$ cat src/rtl/usb_tx_pkg.sv
// USB TX packet sequencer shared types and constants.
// Packet kinds, FSM states, CRC polynomials/seeds, SYNC pattern.
package usb_tx_pkg;

  typedef enum logic [1:0] {
    KIND_TOKEN  = 2'd0,
    KIND_DATA   = 2'd1,
    KIND_HSHAKE = 2'd2
  } pkt_kind_t;

  typedef enum logic [2:0] {
    ST_IDLE,
    ST_SYNC,
    ST_PID,
    ST_TOKEN,
    ST_DATA,
    ST_CRC5,
    ST_CRC16
  } tx_state_t;

  localparam logic [4:0]  CRC5_POLY    = 5'h05;
  localparam logic [4:0]  CRC5_INIT    = 5'h1F;
  localparam logic [15:0] CRC16_POLY   = 16'h8005;
  localparam logic [15:0] CRC16_INIT   = 16'hFFFF;
  localparam logic [7:0]  SYNC_PATTERN = 8'h80;

  // PID byte carries the check nibble in the upper half.
  function automatic logic [7:0] pid_byte(input logic [3:0] p);
    return {~p, p};
  endfunction

endpackage

$ cat src/rtl/usb_crc_lfsr.sv
// Serial CRC register, MSB-out form, one input bit per enable.
// init has priority and reloads the seed.
module usb_crc_lfsr #(
  parameter int           W    = 5,
  parameter logic [W-1:0] POLY = '0,
  parameter logic [W-1:0] INIT = '1
) (
  input  logic         clk,
  input  logic         en,
  input  logic         init,
  input  logic         din,
  output logic [W-1:0] residue
);

  logic [W-1:0] r_crc;
  logic         w_fb;

  assign w_fb    = din ^ r_crc[W-1];
  assign residue = r_crc;

  // Seed on init, otherwise advance one bit per enable.
  always_ff @(posedge clk) begin
    if (init) begin
      r_crc <= INIT;
    end else if (en) begin
      r_crc <= {r_crc[W-2:0], 1'b0} ^ (w_fb ? POLY : '0);
    end
  end

endmodule

$ cat src/rtl/usb_tx_pkt_sequencer.sv
// USB TX packet sequencer: token/data/handshake to serial bits.
// Define USB_TX_SYNC_GEN_EN to emit the SYNC byte in this block.
module usb_tx_pkt_sequencer
  import usb_tx_pkg::*;
#(
  parameter int MAX_BYTES = 64
) (
  input  logic       clk,
  input  logic       rst,
  input  logic       req_valid,
  output logic       req_ready,
  input  pkt_kind_t  req_kind,
  input  logic [3:0] req_pid,
  input  logic [6:0] req_addr,
  input  logic [3:0] req_endp,
  input  logic       pl_valid,
  input  logic [7:0] pl_data,
  input  logic       pl_last,
  output logic       pl_ready,
  output logic       tx_valid,
  input  logic       tx_ready,
  output logic       tx_bit,
  output logic       tx_sop,
  output logic       tx_eop,
  output logic       busy,
  output logic       err_len
);

  localparam int BW = $clog2(MAX_BYTES + 1);
  localparam logic [BW-1:0] LAST_IDX = BW'(MAX_BYTES - 1);

  tx_state_t   r_state, w_state_nxt;
  logic [10:0] r_sh, w_sh_nxt;
  logic [3:0]  r_cnt, w_cnt_nxt;
  logic        r_have, w_have_nxt;
  logic        r_last, w_last_nxt;
  logic [BW-1:0] r_bytes, w_bytes_nxt;
  pkt_kind_t   r_kind;
  logic [3:0]  r_pid;
  logic [6:0]  r_addr;
  logic [3:0]  r_endp;
  logic        w_acc, w_init, w_cap;
  logic        w_c5_en, w_c16_en;
  logic [4:0]  w_crc5;
  logic [15:0] w_crc16;
  logic [2:0]  w_i5;
  logic [3:0]  w_i16;

  assign w_init = rst | w_acc;
  assign w_cap  = (r_bytes == LAST_IDX);
  assign w_i5   = 3'd4 - r_cnt[2:0];
  assign w_i16  = 4'd15 - r_cnt;

  usb_crc_lfsr #(.W(5), .POLY(CRC5_POLY), .INIT(CRC5_INIT)) u_crc5 (
    .clk(clk), .en(w_c5_en), .init(w_init),
    .din(r_sh[0]), .residue(w_crc5)
  );

  usb_crc_lfsr #(.W(16), .POLY(CRC16_POLY), .INIT(CRC16_INIT)) u_crc16 (
    .clk(clk), .en(w_c16_en), .init(w_init),
    .din(r_sh[0]), .residue(w_crc16)
  );

  // FSM and datapath registers.
  always_ff @(posedge clk) begin
    if (rst) begin
      r_state <= ST_IDLE;
      r_sh    <= '0;
      r_cnt   <= '0;
      r_have  <= 1'b0;
      r_last  <= 1'b0;
      r_bytes <= '0;
    end else begin
      r_state <= w_state_nxt;
      r_sh    <= w_sh_nxt;
      r_cnt   <= w_cnt_nxt;
      r_have  <= w_have_nxt;
      r_last  <= w_last_nxt;
      r_bytes <= w_bytes_nxt;
    end
  end

  // Request fields captured on acceptance.
  always_ff @(posedge clk) begin
    if (rst) begin
      r_kind <= KIND_TOKEN;
      r_pid  <= '0;
      r_addr <= '0;
      r_endp <= '0;
    end else if (w_acc) begin
      r_kind <= req_kind;
      r_pid  <= req_pid;
      r_addr <= req_addr;
      r_endp <= req_endp;
    end
  end

  // Next state, bit serialisation and handshakes; all quiet in reset.
  always_comb begin
    w_state_nxt = r_state;
    w_sh_nxt    = r_sh;
    w_cnt_nxt   = r_cnt;
    w_have_nxt  = r_have;
    w_last_nxt  = r_last;
    w_bytes_nxt = r_bytes;
    w_acc       = 1'b0;
    w_c5_en     = 1'b0;
    w_c16_en    = 1'b0;
    req_ready   = 1'b0;
    pl_ready    = 1'b0;
    tx_valid    = 1'b0;
    tx_bit      = 1'b0;
    tx_sop      = 1'b0;
    tx_eop      = 1'b0;
    err_len     = 1'b0;
    busy        = !rst && (r_state != ST_IDLE);
    if (!rst) begin
      unique case (r_state)
        ST_IDLE: begin
          req_ready = 1'b1;
          if (req_valid) begin
            w_acc     = 1'b1;
            w_cnt_nxt = '0;
`ifdef USB_TX_SYNC_GEN_EN
            w_sh_nxt    = {3'b0, SYNC_PATTERN};
            w_state_nxt = ST_SYNC;
`else
            w_sh_nxt    = {3'b0, pid_byte(req_pid)};
            w_state_nxt = ST_PID;
`endif
          end
        end
`ifdef USB_TX_SYNC_GEN_EN
        ST_SYNC: begin
          tx_valid = 1'b1;
          tx_bit   = r_sh[0];
          tx_sop   = (r_cnt == 4'd0);
          if (tx_ready) begin
            w_sh_nxt  = r_sh >> 1;
            w_cnt_nxt = r_cnt + 4'd1;
            if (r_cnt == 4'd7) begin
              w_sh_nxt    = {3'b0, pid_byte(r_pid)};
              w_cnt_nxt   = '0;
              w_state_nxt = ST_PID;
            end
          end
        end
`endif
        ST_PID: begin
          tx_valid = 1'b1;
          tx_bit   = r_sh[0];
`ifndef USB_TX_SYNC_GEN_EN
          tx_sop   = (r_cnt == 4'd0);
`endif
          tx_eop   = (r_cnt == 4'd7) && (r_kind == KIND_HSHAKE);
          if (tx_ready) begin
            w_sh_nxt  = r_sh >> 1;
            w_cnt_nxt = r_cnt + 4'd1;
            if (r_cnt == 4'd7) begin
              w_cnt_nxt = '0;
              if (r_kind == KIND_TOKEN) begin
                w_sh_nxt    = {r_endp, r_addr};
                w_state_nxt = ST_TOKEN;
              end else if (r_kind == KIND_DATA) begin
                w_have_nxt  = 1'b0;
                w_bytes_nxt = '0;
                w_state_nxt = ST_DATA;
              end else begin
                w_state_nxt = ST_IDLE;
              end
            end
          end
        end
        ST_TOKEN: begin
          tx_valid = 1'b1;
          tx_bit   = r_sh[0];
          if (tx_ready) begin
            w_c5_en   = 1'b1;
            w_sh_nxt  = r_sh >> 1;
            w_cnt_nxt = r_cnt + 4'd1;
            if (r_cnt == 4'd10) begin
              w_cnt_nxt   = '0;
              w_state_nxt = ST_CRC5;
            end
          end
        end
        ST_CRC5: begin
          tx_valid = 1'b1;
          tx_bit   = ~w_crc5[w_i5];
          tx_eop   = (r_cnt == 4'd4);
          if (tx_ready) begin
            w_cnt_nxt = r_cnt + 4'd1;
            if (r_cnt == 4'd4) begin
              w_cnt_nxt   = '0;
              w_state_nxt = ST_IDLE;
            end
          end
        end
        ST_DATA: begin
          if (r_have) begin
            tx_valid = 1'b1;
            tx_bit   = r_sh[0];
            if (tx_ready) begin
              w_c16_en  = 1'b1;
              w_sh_nxt  = r_sh >> 1;
              w_cnt_nxt = r_cnt + 4'd1;
              if (r_cnt == 4'd7) begin
                w_cnt_nxt  = '0;
                w_have_nxt = 1'b0;
                if (r_last) begin
                  w_state_nxt = ST_CRC16;
                end
              end
            end
          end else if (pl_valid) begin
            pl_ready    = 1'b1;
            err_len     = w_cap && !pl_last;
            w_sh_nxt    = {3'b0, pl_data};
            w_cnt_nxt   = '0;
            w_have_nxt  = 1'b1;
            w_last_nxt  = pl_last || w_cap;
            w_bytes_nxt = r_bytes + BW'(1);
          end else if (pl_last && (r_bytes == '0)) begin
            w_cnt_nxt   = '0;
            w_state_nxt = ST_CRC16;
          end
        end
        ST_CRC16: begin
          tx_valid = 1'b1;
          tx_bit   = ~w_crc16[w_i16];
          tx_eop   = (r_cnt == 4'd15);
          if (tx_ready) begin
            w_cnt_nxt = r_cnt + 4'd1;
            if (r_cnt == 4'd15) begin
              w_cnt_nxt   = '0;
              w_state_nxt = ST_IDLE;
            end
          end
        end
        default: begin
          w_state_nxt = ST_IDLE;
        end
      endcase
    end
  end

endmodule

$ cat config.mk
export PLATFORM = sky130hd
export DESIGN_NAME = usb_tx_pkt_sequencer
export DESIGN_NICKNAME = d
export VERILOG_FILES = /design/src/rtl/usb_tx_pkg.sv /design/src/rtl/usb_crc_lfsr.sv /design/src/rtl/usb_tx_pkt_sequencer.sv
export SDC_FILE = /design/constraint.sdc
export NUM_CORES = 1
export LEC_CHECK = 0
export CAP_MARGIN = 0
export CORE_ASPECT_RATIO = 2
export CORE_UTILIZATION = 40
export CTS_CLUSTER_SIZE = 8
export DETAILED_ROUTE_END_ITERATION = 6
export SLEW_MARGIN = 20
export SYNTH_ARGS = -nofsm -noshare
export SYNTH_HDL_FRONTEND = slang
export SYNTH_SLANG_ARGS = --single-unit
export TNS_END_PERCENT = 20
$ cat constraint.sdc
create_clock -name clk -period 5.5 [get_ports clk]
set_clock_uncertainty 0.1 [all_clocks]
set_input_delay 0.55 -clock clk [delete_from_list [all_inputs] [get_ports clk]]
set_output_delay 0.55 -clock clk [all_outputs]
set_load 0.01 [all_outputs]
==> results of run 1 <==
-- per-layer routing --
metal,up-vias,GRT usage,part of all wire
met4,0,0.139,0.045
met1,1572,0.239,0.39
met5,-,0,0
met2,80,0.381,0.52
met3,30,0.0335,0.036
li1,1623,-,-
-- sequential cells by signal, indices dropped and copies added (netlist names), 2 cells and up --
register / count
u_crc16.residue: 16
r_sh: 11
r_endp: 4
r_bytes: 7
r_cnt: 4
r_addr: 7
r_kind: 2
u_crc5.residue: 5
r_state: 3
-- cell families (layout without fill, tap and decap cells) --
logic type	count (synthesis)	after routing	synth area share
and+or+nand+nor	170	170	0.240
xor gates and xnor gates	11	11	0.0260
AOI/OAI and AO/OA	107	107	0.219
DFF	61	61	0.329
buffers and inverters	42	65	0.0563
adders and majority gates	5	5	0.0169
muxes	35	35	0.113
-- power by group --
group | internal (uW) | switching [uW]
clock | 442 | 210
combinational | 235 | 323
sequential | 499 | 61.9
-- per-stage QoR --
step                      hold WS, ns   util  cell area (um^2)  cells
after CTS                       0.385  0.489              4410    556
after floorplan                 0.347      -              3710    431
after global routing            0.398  0.489              4410    556
after global placement          0.365  0.451              4070    540
final                           0.377  0.489              4410    556
after detailed placement        0.370  0.451              4070    540
-- synthesized netlist by cell type (all sizes together) (3+ instances only) --
cell | count | area (um^2)
nand3b | 6 | 45.0
mux2 | 5 | 56.3
nor3b | 3 | 27.5
nand3 | 26 | 130
a31oi | 4 | 25.0
nor3 | 11 | 65.1
o211ai | 3 | 22.5
xnor2 | 10 | 87.6
o22ai | 3 | 18.8
and3 | 3 | 18.8
a22o | 13 | 114
and3b | 3 | 26.3
dfxtp | 61 | 1220
ha | 5 | 62.6
nor2 | 31 | 124
o21ai | 13 | 65.1
clkbuf | 14 | 52.6
and2 | 5 | 31.3
inv | 8 | 30.0
mux4 | 5 | 113
o21a | 3 | 22.5
mux2i | 25 | 250
nand2 | 56 | 213
o211a | 4 | 40.0
o32ai | 5 | 51.3
nand2b | 4 | 25.0
o21ba | 5 | 50.1
a21oi | 22 | 110
nor4b | 5 | 56.3
nor2b | 6 | 37.5
buf | 20 | 126
-- how the worst min path moves through the flow --
stage                                to  slack (ns)  cells after the start
floorplan                      r_sh[10]        0.35                      2
global placement    u_crc16.residue[10]        0.37                      2
detailed placement            r_endp[1]        0.37                      1
CTS                            r_sh[10]        0.38                      2
global route                  r_addr[1]        0.40                      1
finish                        r_endp[1]        0.38                      1
-- cells in the final DEF, fill, tap and decap left out, types with 9 or more instances in the layout --
cell type        netlist  final
o21ai_0               13     13
mux2i_1               25     25
a21oi_1               22     21
nand2_1               55     55
dfxtp_1               61     61
xnor2_1               10     10
nor2_1                30     30
clkbuf_16              0      9
nand3_1               26     26
clkdlybuf4s50_1        0     38
nor3_1                 9      9
a22o_1                13     13
-- final cells by class --
class	count	area share
timing repair buffer	41	0.0915
inverter	8	0.00682
clock buffer	10	0.0520
multi-input combinational	328	0.518
tap	102	0.0290
clock inverter	6	0.0253
sequential	61	0.277
==> impl_summary.txt, run 1 <==
----------------------------------------------------
[Detailed routing]
  Routed wire length per instance ... approximately 18 um
  Post-route DRC violation count ... 0
  Detailed-route vias per instance ... 5.94
  Vias after detailed routing ... 3305
  Routed wire length ... ~10000 um
  TritonRoute pass-1 iters ... 4
  First-iteration detailed-routing DRC count ... 181
  Antenna Violating Nets Remaining ... 0

[Timing]
  RSZ-0062 raised after global routing ... false
  Final-report max-slew violation count ... 0
  Highest Clock Rate ... 0.280 GHz
  Period utilisation layout ... 0.650
  Tightest Pin Transition ... roughly 1.1 ns
  Final Hold Fails ... 0
  Final WS setup ... 1.93 ns
  Max-slew headroom ... 0.292
  Minimum period implied by the final worst setup slack ... 3.57 ns
  # setup viols final ... 0
  TNS Setup ... 0 ns

[Logic synthesis]
  Synth warn ... 0
  Synth Instances ... 431
  Fraction of registers with async set/reset ... 0
  Area of the mapped netlist ... 3710 um^2
  EDFF count, synth ... 0
  Post-synthesis cell type count ... 68
  Share of synthesized area occupied by flip-flops and latches ... 0.329
  Synthesized Nets ... around 470
  Avg Synthesized Cell Area ... 8.61 um^2
  Main synth FF type ... dfxtp_1
  Number of flip-flops and latches in the synthesized netlist ... 61

[Cells and area]
  Fraction of final layout cells with drive strength greater than 1 ... 0.0991
  Fill cell count ... 858
  Area Overhead vs Synth ... 18.8%
  Ant diodes ... 0
  Sequential cell area ... between 1000 and 1500 um^2
  Layout Nets ... 485
  Combined area of the multi-input logic cells ... 2280 um^2

[Pwr]
  Leakage ... 0.00170 uW
  Final total power ... 1770 uW
  Maximum VDD drop ... between 0.15 and 0.2 mV
  Ratio of total power to cell area ... 402 nW/um^2

[Placed design]
  Half-perimeter wire length after placement ... between 7000 and 8000 um
  Count of port buffers added during placement ... 38
  Routability-driven placement congestion ratio ... 0.883
  Minimum setup slack after placement ... 1.99 ns

[Worst setup path]
  Crit Path Class ... reg2out
  Slowest cell on the critical path ... clkdlybuf4s50_1
  CP Data Arrival Time ... 2.92 ns
  Worst r2r dst ... r_sh[0]
  Capture point of the worst path ... tx_eop
  Launch point of the worst path ... r_state[1]
  Critical path fanouts, max ... 28
  Worst reg2reg startpoint ... r_state[2]
  Buffers and inverters on the worst path ... 2
  Largest stage delay on the critical path ... 0.56 ns
  Number of cells on the worst reg-to-reg path ... 5
  CP top delay family ... simple AND/OR/NAND/NOR gates
  Critical Path RT ... just under 5 ns
  Crit path capture type ... output pin
  Total stage count of the critical path ... 7
  Startpoint type of the worst setup path ... flop
  Setup slack on the worst flop-to-flop path ... 2.70 ns
  Worst path cell trace ... buf_4, nor2b_1, nand2b_1, nor4b_1, a31oi_1, nor2_1, clkdlybuf4s50_1

[Hold path]
  Worst Hold Launch ... r_endp[1]
  Class of the tightest hold or removal check ... reg2reg

[Clock tree]
  Total of hold buffers inserted after clock tree synthesis ... 0
  CTS H-tree lvls ... 3
  Clock buffer depth ... 2
  Library cell used as clock root buffer ... clkbuf_16
  Clock Sinks ... 61
  TritonCTS clock tree ... yes
  # Post-CTS Setup Buffers ... 0
  Count of instances resized after the clock tree is built ... 0
  Clk_lat worst skew ... 0.34 ns
  Clock transition at path regs ... 0.05 ns
  Number of buffers inserted during clock tree synthesis ... 9

[GRT]
  Via count of the first global-routing pass ... between 3000 and 4000
  Aggregate global-route resource usage ... 0.218
  Antenna violations before repair ... 0
  Overflow after GRT ... 0
  Largest net degree at the start of global routing ... 39
  Wire length of the first global-routing pass ... 16600 um

[Floorplanning]
  Die X-Extent ... 70.1 um
  I/O pin count ... 39
  Starting density of the core ... 0.412
  Total die area ... between 9000 and 10000 um^2
  Vertical extent of the die ... around 140 um
  Placement Rows ... 49
  Total core area ... between 9000 and 10000 um^2

[Job]
  Maxcap violations ... 0

[Status]
  Outcome ... finished clean

----------------------------------------------------
No activity file was read; power rests on OpenSTA's default activity.
==> run 2, diff against run 1 <==
==> constraint.sdc (replaced) <==
create_clock -name clk -period 3.6 [get_ports clk]
set_clock_uncertainty 0.1 [all_clocks]
set_input_delay 0.36 -clock clk [delete_from_list [all_inputs] [get_ports clk]]
set_output_delay 0.36 -clock clk [all_outputs]
set_load 0.01 [all_outputs]
==> run 2 against run 1 <==
  * Hold slack better by 0.0014 ns
  * Clock power is 53% higher
  * Cell count is 1.1% higher
  * Wire length is 0.64% higher
  * Critical path depth stayed put
  * Design area is 1.2% higher
==> impl_summary.txt, run 2 (synthesis results as in run 1) <==
----------------------------------------------------
[Timing]
  RSZ-0062 raised after global routing ... false
  Highest Clock Rate ... 0.318 GHz
  Minimum period implied by the final worst setup slack ... 3.15 ns
  Max-slew headroom ... 0.368 (+0.0767)
  # setup viols final ... 0 (unchanged)
  Final-report max-slew violation count ... 0 (unchanged)
  Final Hold Fails ... 0 (unchanged)
  Period utilisation layout ... 0.875
  Tightest Pin Transition ... 0.946 ns (-0.113 ns)
  TNS Setup ... 0 ns (unchanged)

[Detailed routing]
  TritonRoute pass-1 iters ... 4 (unchanged)
  Routed wire length per instance ... 18.2 um (-0.44%)
  Routed wire length ... 10300 um (+0.64%)
  Antenna Violating Nets Remaining ... 0 (unchanged)
  Post-route DRC violation count ... 0 (unchanged)
  Vias after detailed routing ... 3298 (-0.21%)
  First-iteration detailed-routing DRC count ... 215 (+19%)
  Detailed-route vias per instance ... 5.87 (-1.3%)

[Clock tree]
  Clk_lat worst skew ... 0.33 ns (about the same)
  CTS H-tree lvls ... 3 (unchanged)
  Library cell used as clock root buffer ... clkbuf_16
  Clock Sinks ... 61 (unchanged)
  Count of instances resized after the clock tree is built ... 0 (unchanged)
  Clock transition at path regs ... 0.05 ns (about the same)
  Clock buffer depth ... 2 (unchanged)
  Total of hold buffers inserted after clock tree synthesis ... 0 (unchanged)
  # Post-CTS Setup Buffers ... 0 (unchanged)
  Number of buffers inserted during clock tree synthesis ... 9 (unchanged)
  TritonCTS clock tree ... yes

[GRT]
  Aggregate global-route resource usage ... 0.219 (+0.00107)
  Overflow after GRT ... 0 (unchanged)
  Wire length of the first global-routing pass ... 16800 um (+0.95%)
  Antenna violations before repair ... 0 (unchanged)
  Via count of the first global-routing pass ... 3296 (-0.57%)
  Largest net degree at the start of global routing ... 35 (-10%)

[Placed design]
  Count of port buffers added during placement ... 38 (unchanged)
  Placed instance count ... 546 (+1.1%)
  Routability-driven placement congestion ratio ... 0.893 (+1.1%)
  Half-perimeter wire length after placement ... 7450 um (+3.4%)

[Worst setup path]
  Worst reg2reg startpoint ... r_state[1]
  Startpoint type of the worst setup path ... flop
  Worst r2r dst ... r_sh[9]
  Critical path fanouts, max ... 9 (-68%)
  Setup slack on the worst flop-to-flop path ... 0.93 ns (-1.77 ns)
  Crit path capture type ... output pin
  Critical Path RT ... 3.14 ns (-1.71 ns)
  Number of cells on the worst reg-to-reg path ... 5 (unchanged)
  CP Data Arrival Time ... 2.69 ns (-0.23 ns)
  Launch point of the worst path ... r_cnt[0]
  Crit Path Class ... reg2out

[Floorplanning]
  I/O pin count ... 39 (unchanged)
  Total die area ... 9690 um^2 (unchanged)
  Placement Rows ... 49 (unchanged)
  Total core area ... 9010 um^2 (unchanged)
  Starting density of the core ... 0.412 (unchanged)
  Vertical extent of the die ... 138 um (unchanged)
  Die X-Extent ... 70.1 um (unchanged)

[Hold path]
  Class of the tightest hold or removal check ... reg2reg
  Worst Hold Launch ... u_crc16.residue[4]
  Endpoint of the worst hold-timing path ... u_crc16.residue[5]
  Hold Path Depth ... 2 (+1)

[Job]
  Maxcap violations ... 0 (unchanged)

[Cells and area]
  Ant diodes ... 0 (unchanged)
  Fill cell count ... 855 (-0.35%)
  Area Overhead vs Synth ... 20.2%
  Fraction of final layout cells with drive strength greater than 1 ... 0.113 (+0.0139)
  Number of cells in the finished layout apart from fillers ... 562 (+1.1%)
  Highest-count cells in the layout ignoring fill and taps ... dfxtp_1, nand2_1, clkdlybuf4s50_1
  Most common cell after layout, fill and taps aside ... dfxtp_1
  Max reg flops ... 16 (unchanged)
  Share of the core filled with cells in the final layout ... 0.495 (+0.00597)
  Layout Nets ... 491 (+1.2%)

[Pwr]
  Ratio of total power to cell area ... 610 nW/um^2 (+52%)
  Maximum VDD drop ... 0.324 mV (+76%)
  Leakage ... 0.00174 uW (+1.9%)
  Final total power ... 2720 uW (+53%)

[Status]
  Outcome ... finished clean

----------------------------------------------------
[run 2: changes by cell type in the layout (fill, tap and decap cells not counted), sizes merged]
cell      previous run  this run
clkinv               2         1
buf                  3         9
clkinvlp             1         2
[run 2: layout make-up]
class                      instances  area [um^2]  area share
clock buffer                      10          239      0.0536
timing repair buffer              47          448       0.100
clock inverter                     6          110      0.0247
tap                              102          128      0.0286
multi-input combinational        328         2280       0.512
sequential                        61         1220       0.274
inverter                           8         30.0     0.00673
[run 2: where the power goes]
group          internal, uW  switching, uW  total (uW)
combinational           372            451         823
sequential              763            129         892
clock                   693            311        1000
total                  1830            891        2720
[run 2: worst max path at each step]
stage                   to  slack (ns)  cells after the start
global placement    tx_bit        0.81                      7
finish              tx_bit        0.45                      7
detailed placement  tx_bit        0.79                      7
floorplan           tx_bit        1.31                      7
CTS                 tx_bit        0.42                      7
global route        tx_bit        0.28                      8
[run 2: stage by stage]
step                hold WS (ns)  area, um^2  setup WS, ns
floorplan                  0.347        3710          1.31
global route               0.407        4460         0.276
CTS                        0.383        4460         0.421
global placement           0.367        4110         0.807
detailed placement         0.367        4110         0.787
finish                     0.379        4460         0.451
[run 2: layer usage]
layer,up-vias,track usage,share of wire
met5,-,0,0
met4,0,0.120,0.036
met3,25,0.0372,0.033
met2,86,0.392,0.54
met1,1558,0.238,0.40
li1,1629,-,-
[run 2: critical path, cell delays in order (launching register included)]
cell and delay (ns):
dfxtp_1 0.58, inv_1 0.17, ha_1 0.36, mux4_2 0.30
a21oi_1 0.15, a22oi_1 0.10, a21oi_1 0.14, clkdlybuf4s50_1 0.56
